--- config.mk ---
export PLATFORM = sky130hd
export DESIGN_NAME = l1_bus_arb_flat
export DESIGN_NICKNAME = d
export VERILOG_FILES = /design/src/rtl/l1_bus_arb_pkg.sv /design/src/rtl/l1_bus_arb_if.sv /design/src/rtl/l1_bus_wdog.sv /design/src/rtl/l1_bus_arb.sv /design/src/flat_wrapper.sv
export SDC_FILE = /design/constraint.sdc
export NUM_CORES = 2
export LEC_CHECK = 0
export BUFFER_PORTS_ARGS = -buffer_cell sky130_fd_sc_hd__buf_4
export CELL_PAD_IN_SITES_DETAIL_PLACEMENT = 0
export CELL_PAD_IN_SITES_GLOBAL_PLACEMENT = 1
export CORE_AREA = 10 10 573 575
export CTS_CLUSTER_SIZE = 28
export DETAILED_ROUTE_END_ITERATION = 7
export DIE_AREA = 0 0 583 585
export PLACE_DENSITY_LB_ADDON = 0.3
export SYNTH_ARGS = -nofsm -noshare
export SYNTH_HDL_FRONTEND = slang
export SYNTH_SLANG_ARGS = --single-unit
--- constraint.sdc ---
create_clock -name clk -period 2.9 [get_ports clk]
set_input_delay 0 -clock clk [delete_from_list [all_inputs] [get_ports clk]]
set_output_delay 0 -clock clk [all_outputs]
set_load 0.02 [all_outputs]
--- src/rtl/l1_bus_arb_pkg.sv ---
// Shared configuration and encodings for the L1 line-bus arbiter.
// Line geometry defaults follow the imem configuration macros when present.
`ifndef IMEM_LINE
`define IMEM_LINE 256
`endif
`ifndef IMEM_OFFS_LEN
`define IMEM_OFFS_LEN 5
`endif

package l1_bus_arb_pkg;

   localparam int unsigned LINE_DEF    = `IMEM_LINE;
   localparam int unsigned OFFS_DEF    = `IMEM_OFFS_LEN;
   localparam int unsigned TIMEOUT_DEF = 1024;

   typedef enum logic {
      OWN_I = 1'b0,
      OWN_D = 1'b1
   } owner_e;

   typedef enum logic [1:0] {
      IDLE,
      BUS,
      RESP
   } state_e;

   function automatic logic [63:0] line_align(input logic [63:0] addr, input int unsigned offs);
      return addr & ~((64'd1 << offs) - 64'd1);
   endfunction

endpackage

--- src/rtl/l1_bus_arb_if.sv ---
// L1 refill/writeback request channels plus the memory line bus, as seen by the arbiter.
// master is the arbiter side; slave is the caches-and-memory side.
interface l1_bus_arb_if
   import l1_bus_arb_pkg::*;
#(
   parameter int unsigned LINE = LINE_DEF
);
   logic [63:0]     i_addr;
   logic            i_rd;
   logic [LINE-1:0] i_data;
   logic            i_dv;
   logic [63:0]     d_addr;
   logic            d_rd;
   logic            d_wr;
   logic [LINE-1:0] d_wdata;
   logic [LINE-1:0] d_data;
   logic            d_dv;
   logic [63:0]     m_addr;
   logic            m_rd;
   logic            m_wr;
   logic [LINE-1:0] m_wdata;
   logic [LINE-1:0] m_rdata;
   logic            m_dv;
   logic            to_err;
   logic            busy;

   modport master (
      input  i_addr, i_rd, d_addr, d_rd, d_wr, d_wdata, m_rdata, m_dv,
      output i_data, i_dv, d_data, d_dv, m_addr, m_rd, m_wr, m_wdata, to_err, busy
   );

   modport slave (
      output i_addr, i_rd, d_addr, d_rd, d_wr, d_wdata, m_rdata, m_dv,
      input  i_data, i_dv, d_data, d_dv, m_addr, m_rd, m_wr, m_wdata, to_err, busy
   );
endinterface

--- src/rtl/l1_bus_wdog.sv ---
// Bus-phase watchdog: counts enabled cycles and flags the cycle that reaches TIMEOUT.
// TIMEOUT of 0 disables expiry.
module l1_bus_wdog
   import l1_bus_arb_pkg::*;
#(
   parameter int unsigned TIMEOUT = TIMEOUT_DEF
) (
   input  logic clk,
   input  logic rst_n,
   input  logic clr,
   input  logic en,
   output logic expire
);
   localparam int unsigned W = $clog2(TIMEOUT + 2);
   localparam logic [W-1:0] LAST = (TIMEOUT == 0) ? '0 : W'(TIMEOUT - 1);

   logic [W-1:0] cnt_q, cnt_d;

   // Expires on the TIMEOUT-th enabled cycle, so the count never needs to reach TIMEOUT itself.
   assign expire = (TIMEOUT != 0) && en && (cnt_q == LAST);

   always_comb begin
      cnt_d = cnt_q;
      if (clr) begin
         cnt_d = '0;
      end else if (en && !expire) begin
         cnt_d = cnt_q + 1'b1;
      end
   end

   always_ff @(posedge clk) begin
      if (!rst_n) begin
         cnt_q <= '0;
      end else begin
         cnt_q <= cnt_d;
      end
   end
endmodule

--- src/rtl/l1_bus_arb.sv ---
// Round-robin arbiter sharing one whole-line memory bus between imem refills and dmem
// refills/writebacks; one latched transaction at a time, guarded by a watchdog.
module l1_bus_arb
   import l1_bus_arb_pkg::*;
#(
   parameter int unsigned LINE    = LINE_DEF,
   parameter int unsigned OFFS    = $clog2(LINE / 8),
   parameter int unsigned TIMEOUT = TIMEOUT_DEF
) (
   input logic          clk,
   input logic          rst_n,
   l1_bus_arb_if.master bus
);
   state_e          state_q, state_d;
   owner_e          owner_q, owner_d;
   owner_e          rr_last_q, rr_last_d;
   logic            op_wr_q, op_wr_d;
   logic [63:0]     addr_q, addr_d;
   logic [LINE-1:0] wdata_q, wdata_d;
   logic [LINE-1:0] i_data_q, i_data_d;
   logic [LINE-1:0] d_data_q, d_data_d;
   logic            i_dv_q, i_dv_d;
   logic            d_dv_q, d_dv_d;
   logic            to_err_q, to_err_d;
   logic            i_req, d_req, pick_d, i_match, wd_expire;

   l1_bus_wdog #(
      .TIMEOUT (TIMEOUT)
   ) u_wdog (
      .clk    (clk),
      .rst_n  (rst_n),
      .clr    (state_q == IDLE),
      .en     (state_q == BUS),
      .expire (wd_expire)
   );

   always_comb begin
      state_d   = state_q;
      owner_d   = owner_q;
      rr_last_d = rr_last_q;
      op_wr_d   = op_wr_q;
      addr_d    = addr_q;
      wdata_d   = wdata_q;
      i_data_d  = i_data_q;
      d_data_d  = d_data_q;
      i_dv_d    = 1'b0;
      d_dv_d    = 1'b0;
      to_err_d  = 1'b0;

      i_req   = bus.i_rd;
      d_req   = bus.d_rd | bus.d_wr;
      pick_d  = d_req && (!i_req || (rr_last_q == OWN_I));
      // imem only gets its data if it still wants this very line.
      i_match = bus.i_rd && (bus.i_addr[63:OFFS] == addr_q[63:OFFS]);

      unique case (state_q)
         IDLE: begin
            if (i_req || d_req) begin
               state_d = BUS;
               owner_d = pick_d ? OWN_D : OWN_I;
               addr_d  = line_align(pick_d ? bus.d_addr : bus.i_addr, OFFS);
               op_wr_d = pick_d && bus.d_wr;
               wdata_d = bus.d_wdata;
            end
         end
         BUS: begin
            if (bus.m_dv) begin
               state_d   = RESP;
               rr_last_d = owner_q;
               if (owner_q == OWN_I) begin
                  i_data_d = bus.m_rdata;
                  i_dv_d   = i_match;
               end else begin
                  if (!op_wr_q) begin
                     d_data_d = bus.m_rdata;
                  end
                  d_dv_d = 1'b1;
               end
            end else if (wd_expire) begin
               state_d  = IDLE;
               to_err_d = 1'b1;
            end
         end
         RESP: state_d = IDLE;
         default: state_d = IDLE;
      endcase
   end

   always_ff @(posedge clk) begin
      if (!rst_n) begin
         state_q   <= IDLE;
         owner_q   <= OWN_I;
         rr_last_q <= OWN_D;
         op_wr_q   <= 1'b0;
         addr_q    <= '0;
         wdata_q   <= '0;
         i_data_q  <= '0;
         d_data_q  <= '0;
         i_dv_q    <= 1'b0;
         d_dv_q    <= 1'b0;
         to_err_q  <= 1'b0;
      end else begin
         state_q   <= state_d;
         owner_q   <= owner_d;
         rr_last_q <= rr_last_d;
         op_wr_q   <= op_wr_d;
         addr_q    <= addr_d;
         wdata_q   <= wdata_d;
         i_data_q  <= i_data_d;
         d_data_q  <= d_data_d;
         i_dv_q    <= i_dv_d;
         d_dv_q    <= d_dv_d;
         to_err_q  <= to_err_d;
      end
   end

   assign bus.m_rd    = (state_q == BUS) && !op_wr_q;
   assign bus.m_wr    = (state_q == BUS) && op_wr_q;
   assign bus.m_addr  = addr_q;
   assign bus.m_wdata = wdata_q;
   assign bus.i_data  = i_data_q;
   assign bus.i_dv    = i_dv_q;
   assign bus.d_data  = d_data_q;
   assign bus.d_dv    = d_dv_q;
   assign bus.to_err  = to_err_q;
   assign bus.busy    = (state_q != IDLE);
endmodule

--- src/flat_wrapper.sv ---
// flat-port wrapper written by rule: the top's interface ports become plain ports
module l1_bus_arb_flat import l1_bus_arb_pkg::*;
#(
   parameter int unsigned LINE    = LINE_DEF,
   parameter int unsigned OFFS    = $clog2(LINE / 8),
   parameter int unsigned TIMEOUT = TIMEOUT_DEF
)
  (clk, rst_n, bus_i_addr, bus_i_rd, bus_d_addr, bus_d_rd, bus_d_wr, bus_d_wdata, bus_m_rdata, bus_m_dv, bus_i_data, bus_i_dv, bus_d_data, bus_d_dv, bus_m_addr, bus_m_rd, bus_m_wr, bus_m_wdata, bus_to_err, bus_busy);
  l1_bus_arb_if #(.LINE(LINE)) bus_i ();
  input logic clk;
  input logic rst_n;
  input wire logic [$bits(bus_i.i_addr)-1:0] bus_i_addr;
  input wire logic [$bits(bus_i.i_rd)-1:0] bus_i_rd;
  input wire logic [$bits(bus_i.d_addr)-1:0] bus_d_addr;
  input wire logic [$bits(bus_i.d_rd)-1:0] bus_d_rd;
  input wire logic [$bits(bus_i.d_wr)-1:0] bus_d_wr;
  input wire logic [$bits(bus_i.d_wdata)-1:0] bus_d_wdata;
  input wire logic [$bits(bus_i.m_rdata)-1:0] bus_m_rdata;
  input wire logic [$bits(bus_i.m_dv)-1:0] bus_m_dv;
  output wire logic [$bits(bus_i.i_data)-1:0] bus_i_data;
  output wire logic [$bits(bus_i.i_dv)-1:0] bus_i_dv;
  output wire logic [$bits(bus_i.d_data)-1:0] bus_d_data;
  output wire logic [$bits(bus_i.d_dv)-1:0] bus_d_dv;
  output wire logic [$bits(bus_i.m_addr)-1:0] bus_m_addr;
  output wire logic [$bits(bus_i.m_rd)-1:0] bus_m_rd;
  output wire logic [$bits(bus_i.m_wr)-1:0] bus_m_wr;
  output wire logic [$bits(bus_i.m_wdata)-1:0] bus_m_wdata;
  output wire logic [$bits(bus_i.to_err)-1:0] bus_to_err;
  output wire logic [$bits(bus_i.busy)-1:0] bus_busy;
  assign bus_i.i_addr = bus_i_addr;
  assign bus_i.i_rd = bus_i_rd;
  assign bus_i.d_addr = bus_d_addr;
  assign bus_i.d_rd = bus_d_rd;
  assign bus_i.d_wr = bus_d_wr;
  assign bus_i.d_wdata = bus_d_wdata;
  assign bus_i.m_rdata = bus_m_rdata;
  assign bus_i.m_dv = bus_m_dv;
  assign bus_i_data = bus_i.i_data;
  assign bus_i_dv = bus_i.i_dv;
  assign bus_d_data = bus_i.d_data;
  assign bus_d_dv = bus_i.d_dv;
  assign bus_m_addr = bus_i.m_addr;
  assign bus_m_rd = bus_i.m_rd;
  assign bus_m_wr = bus_i.m_wr;
  assign bus_m_wdata = bus_i.m_wdata;
  assign bus_to_err = bus_i.to_err;
  assign bus_busy = bus_i.busy;
  l1_bus_arb #(.LINE(LINE), .OFFS(OFFS), .TIMEOUT(TIMEOUT)) u_core (.clk(clk), .rst_n(rst_n), .bus(bus_i));
endmodule
# Word level (Yosys, flattened, before mapping)
# Index checks and enable logic that the tools add are counted.
word_totals:
  ff_bits: 846
  elab_cells: 56
  out_inout_bits: 838
  mem_bits_rw: 0
  in_bits: 646
  latch_bits: 0
  rom_bits: 0
  memories: 0
op_classes:
  mux: 8
  n_shift: 0
  div: 0
  reduce_logical: 23
  n_bitwise: 7
  n_eq_ne: 5
  multipliers: 0
  addsub: 1
  n_lt_le_gt_ge: 0
ops:
  columns: ["op", "n"]
  rows:
  - ["64-bit two-way mux", 1]
  - ["59-bit equality test", 1]
  - ["11-bit by 1-bit adder with 11-bit output (second input constant)", 1]
  - ["11-bit by 10-bit equality test with 1-bit output (second input constant)", 1]
  - ["1-bit logical AND", 7]
  - ["2-bit two-way mux", 3]
  - ["1-bit inverter", 6]
  - ["2-bit AND reduction", 3]
  - ["3-bit AND reduction", 2]
  - ["2-bit case mux with 2 select lines", 1]
  - ["4-bit AND reduction", 1]
  - ["4-bit OR reduction", 1]
  - ["1-bit zero test", 3]
  - ["1-bit two-way mux", 3]
  - ["3-bit by 2-bit != test with 1-bit output (second input constant)", 1]
  - ["3-bit OR reduction", 1]
  - ["2-bit by 1-bit equality test with 1-bit output (second input constant)", 1]
  - ["2-bit zero test", 1]
  - ["1-bit logical OR", 2]
  - ["2-bit by 1-bit != test with 1-bit output (second input constant)", 1]
  - ["2-bit nonzero test", 1]
  - ["2-bit OR reduction", 1]
  - ["1-bit bitwise OR", 1]

# Depth between registers and ports, before layout
logic_depth:
  ltp_word: 5
  ltp_mapped: 9
  mapped_depth_nobuf: 6

# Cells and area by module
# A second synthesis with hierarchy kept.
unflattened:
  hier_cells: 3814
  area_unflattened_um2: 32523.7
modules_own_cells:
  columns: ["mod", "n_inst", "area_each_um2", "seq_area_each_um2", "cells_each"]
  rows:
  - ["l1_bus_arb", 1, 31850.5, 16716.0, 3737]
  - ["l1_bus_wdog", 1, 673.1, 220.2, 77]

# Worst setup path before layout
# OpenSTA, ideal clock, no wires.
synth_path:
  path_type: "register -> register"
  start: "register u_core.u_wdog.cnt_q[0]"
  end: "register u_core.u_wdog.cnt_q[9]"
  path_stages_with_launch: 7
  t_arrival_ps: 1475
  setup_ps: 124
  slack_ps: 1301
  n_path_buf: 0
  synth_period_minus_slack_ps: 1599
  cell_sequence: "dfxtp_1 -> ha_1 -> inv_1 -> o41ai_1 -> nor3_1 -> xnor2_1 -> nor2_1"
synth_between:
  elab_chain_cells: 4
  word_cells_on_any_way: 5
  cone_classes: "add/sub: 1; eq/ne: 1; reduce/logical: 3"
synth_lines:
  columns: ["item", "line", "source"]
  rows:
  - ["start: declaration", "l1_bus_wdog.sv:17", "logic [W-1:0] cnt_q, cnt_d;"]
  - ["start signal: assignment", "l1_bus_wdog.sv:35", "cnt_q <= cnt_d;"]
  - ["parallel branches: the longest is 4 deep, another holds 11-bit by 1-bit adder with 11-bit output", null, null]
# Parallel ways; which one is timed is not known.
# A chain may end at the register's enable or synchronous reset.

# Worst setup path after layout
layout_path:
  start: "register u_core.rr_last_q"
  end: "register u_core.addr_q[33] (netlist: u_core.bus.m_addr[33])"
layout_between:
  elab_chain_cells: 4
layout_lines:
  columns: ["item", "line", "source"]
  rows:
  - ["start: declaration", "l1_bus_arb.sv:16", "owner_e rr_last_q, rr_last_d;"]
  - ["start signal: assignment", "l1_bus_arb.sv:105", "rr_last_q <= rr_last_d;"]
  - ["1-bit inverter", "l1_bus_arb.sv:52", "pick_d = d_req && (!i_req || (rr_last_q == OWN_I));"]
  - ["1-bit logical OR", "l1_bus_arb.sv:52", null]
  - ["1-bit logical AND", "l1_bus_arb.sv:52", null]
  - ["64-bit two-way mux", "l1_bus_arb.sv:61", "addr_d = line_align(pick_d ? bus.d_addr : bus.i_addr, OFFS);"]
  - ["end signal: assignment", "l1_bus_arb.sv:107", "addr_q <= addr_d;"]
  - ["end: declaration", "l1_bus_arb.sv:18", "logic [63:0] addr_q, addr_d;"]
# No other way between the ends.

==> flow_metrics.tcl <==
set metrics [dict create \
    outcome "finished clean" \
    static-leakage-power_uw 0.02734 \
    clock-sinks 846 \
    share_seq_of_total_power_pct 35.7 \
    power_report.internal_total_uw 25080 \
    synth_ff_type "dfxtp_1" \
    port-buffer-count 1468 \
    synth_area_per_cell_um2 8.574 \
    die_x_um 583 \
    final-instance-count-excl-fill 10800 \
    whs_ns 0.08596 \
    postSynthRegisterBits 846 \
    nNetsFinal 7130 \
    routabilityCongestion 0.8702 \
    synthCells 3786 \
    synth.cell_area_um2 32460 \
    layout.core_utilization_pct 20.67 \
    post_cts.resized_instances 0 \
    timing.critical_path.cells "a21oi_4, buf_12, mux2i_1, dlygate4sd3_1, nand2_1, dlygate4sd3_1, o211a_1" \
    final-seq-area_um2 16940 \
    grt_setup_unrepaired "false" \
    avgRoutedWirePerCell_um 22.33 \
    post-cts-setup-buffer-count 0 \
    rows 207 \
    final.fill_count 35380 \
    synth_edf_count 0 \
    arrival_ns 3.51 \
    worst_path_dominant_cell_family "buffers and inverters" \
    vias_in_the_first_global_route 38620 \
    pwr-share-comb_pct 22.6 \
    async_flop_share_pct 0 \
    clockBufferDepth 4 \
    detailedPlacementHpwl_um 193600 \
    clk_latency_ns 0.88 \
    drive_above_1_share_pct 26.94 \
    finalSetupViolCount 0 \
    timing.critical_path.buf_inv 3 \
    drc 0 \
    grt_util_all_layers_pct 13.34 \
    final.setup_skew_ns 0.07629 \
    globalRoute.totalOverflow 0 \
    timing.final.max_slew_violations 0 \
    post-route-period-util_pct 96.91 \
    core_area_um2 316800 \
    clockRootBuffer "clkbuf_16" \
    via_count 37370 \
    timing.max_slew.rel_slack_pct 46.93 \
    first_iter_violations 1834 \
    route.detailed.vias_per_inst 3.460 \
    path_clk_slew_ns 0.06 \
    initial_utilization_pct 10.25 \
    max_freq_mhz 355.8 \
    cp_slowest_cell "dlygate4sd3_1" \
    synth.lib_cells_used.distinct 48 \
    global_route_wire_length_before_repair_um 324500 \
    grt_antenna_before_repair 111 \
    area_growth_syn_to_layout_pct 101.7 \
    worstPathRequired_ns 3.60 \
    die_area_um2 341100 \
    worst_setup_path_start_kind "flop" \
    worstPathMaxFanout 67 \
    worst-slew-pin-transition_ns 0.7857 \
    floorplan.io_pins 1484 \
    clockPowerShare_pct 41.7 \
    max_stage_delay_ns 0.58 \
    post_cts_hold_buffer_count 1285 \
    drt_wl_total_um 241200 \
    vdd_drop_max_v 0.0004579 \
    final_common_cell "nand2_1" \
    regToRegSetupSlack_ns 0.09 \
    cts.htree.levels 3 \
    cp_most_frequent_cell "dlygate4sd3_1" \
    timing.setup.critical_path_class "reg2reg" \
    final_cell_mix "nand2_1, buf_4, dlygate4sd3_1, dfxtp_1, a21boi_1" \
    clock_tree_from_tritoncts "yes" \
    synth_warn 0 \
    die_h_um 585 \
    numCtsBuffers 117 \
    power.share.switching_pct 30.44 \
    multi_input_comb_area_um2 14040 \
    cap_viol_max_count 0 \
    power_density_nw_per_um2 550.7 \
    net-switching-power_uw 10980 \
    detail_route.first_pass.iterations 5 \
    grt_max_degree 167 \
    antenna_violating_nets_post_route 0 \
    finalHoldViolCount 0 \
    fin_tns_setup_ns 0 \
    path_category_of_the_worst_min_delay_check "in2reg" \
    crit_path_end_kind "flop" \
    synth.yosys.seq_area_share_pct 52.17 \
    finalWorstPathRequiredPeriod_ns 2.810 \
    placed_cells_incl_taps 9259 \
]
## flip-flops by register name (all words and copies together), names as in the netlist
| signal | count |
|---|---|
| u_core.bus.d_data | 256 |
| u_core.bus.d_dv | 1 |
| u_core.bus.i_data | 256 |
| u_core.bus.i_dv | 1 |
| u_core.bus.m_addr | 59 |
| u_core.bus.m_wdata | 256 |
| u_core.bus.to_err | 1 |
| u_core.op_wr_q | 1 |
| u_core.owner_q | 1 |
| u_core.rr_last_q | 1 |
| u_core.state_q | 2 |
| u_core.u_wdog.cnt_q | 11 |
## cells in the mapped netlist, types with 4 or more instances
| cell | instances | area share, % |
|---|---|---|
| a21boi_0 | 311 | 7.2 |
| a21boi_1 | 459 | 11 |
| a221oi_1 | 4 | 0.11 |
| buf_1 | 8 | 0.093 |
| buf_2 | 133 | 2.1 |
| buf_4 | 6 | 0.14 |
| buf_6 | 27 | 0.94 |
| clkbuf_1 | 116 | 1.3 |
| dfxtp_1 | 846 | 52 |
| inv_1 | 19 | 0.22 |
| mux2i_1 | 51 | 1.6 |
| nand2_1 | 1605 | 19 |
| nand3_1 | 6 | 0.093 |
| nand4_1 | 12 | 0.23 |
| nor2_1 | 10 | 0.12 |
| nor4_1 | 9 | 0.17 |
| o211a_1 | 59 | 1.8 |
| o211ai_1 | 8 | 0.19 |
| o22ai_1 | 5 | 0.096 |
| xnor2_1 | 22 | 0.59 |
| xor2_1 | 30 | 0.81 |
## tightest hold or removal path: stages
cell           delay (ns)
dlygate4sd3_1        0.59
buf_4                0.16
nand2_1              0.05
a21boi_1             0.05
## metrics by stage
| stage | power, µW | area, µm² | worst slack (ns) |
|---|---|---|---|
| detailed placement | 19690 | 48550 | 0.5827 |
| global placement | 19680 | 48550 | 0.6253 |
| finish | 36060 | 65480 | 0.08954 |
| CTS | 36830 | 65360 | 0.09624 |
| floorplan | 15840 | 32480 | 1.301 |
| global route | 37680 | 65430 | 0.007303 |
## final timing paths
path                               from                     end  depth (start not counted)
setup reg to reg       u_core.rr_last_q   u_core.bus.m_addr[33]                          7
setup / recovery       u_core.rr_last_q   u_core.bus.m_addr[33]                          7
hold reg to reg   u_core.bus.d_data[17]   u_core.bus.d_data[17]                          2
hold / removal         bus_m_rdata[146]  u_core.bus.d_data[146]                          4
## power groups by stage
stage | logic (µW) | registers, µW | clock network, µW
6_report | 8150 | 12900 | 15000
5_1_grt | 8720 | 13000 | 16000
4_1_cts | 8330 | 12900 | 15600
3_5_place_dp | 6580 | 13100 | 0
3_3_place_gp | 6580 | 13100 | 0
2_1_floorplan | 1970 | 13900 | 0
## kinds of logic after synthesis
group	share of synthesized area, %
adder cells (fa/ha/maj)	0.03854
flip-flops	52.17
other	0.01155
AO/OA/AOI/OAI	20.47
buffers and inverters	4.779
XOR/XNOR	1.403
AND/OR/NAND/NOR	19.56
multiplexers	1.573
## layout make-up
type	count	area share [%]
tap	4180	7.988
antenna	46	0.1758
multi-input combinational	2635	21.44
sequential	846	25.87
clock inverter	31	0.6574
clock buffer	180	5.368
timing repair buffer	2864	38.39
inverter	19	0.1089
## routing by layer
layer	vias up	global-route usage, %	part of all wire, %
met5	-	0	0.16
met3	339	4.777	9.0
met1	17790	14.52	38
met4	58	3.963	3.3
met2	1387	24.21	50
li1	17800	-	-
(Power assumes the default switching activity.)
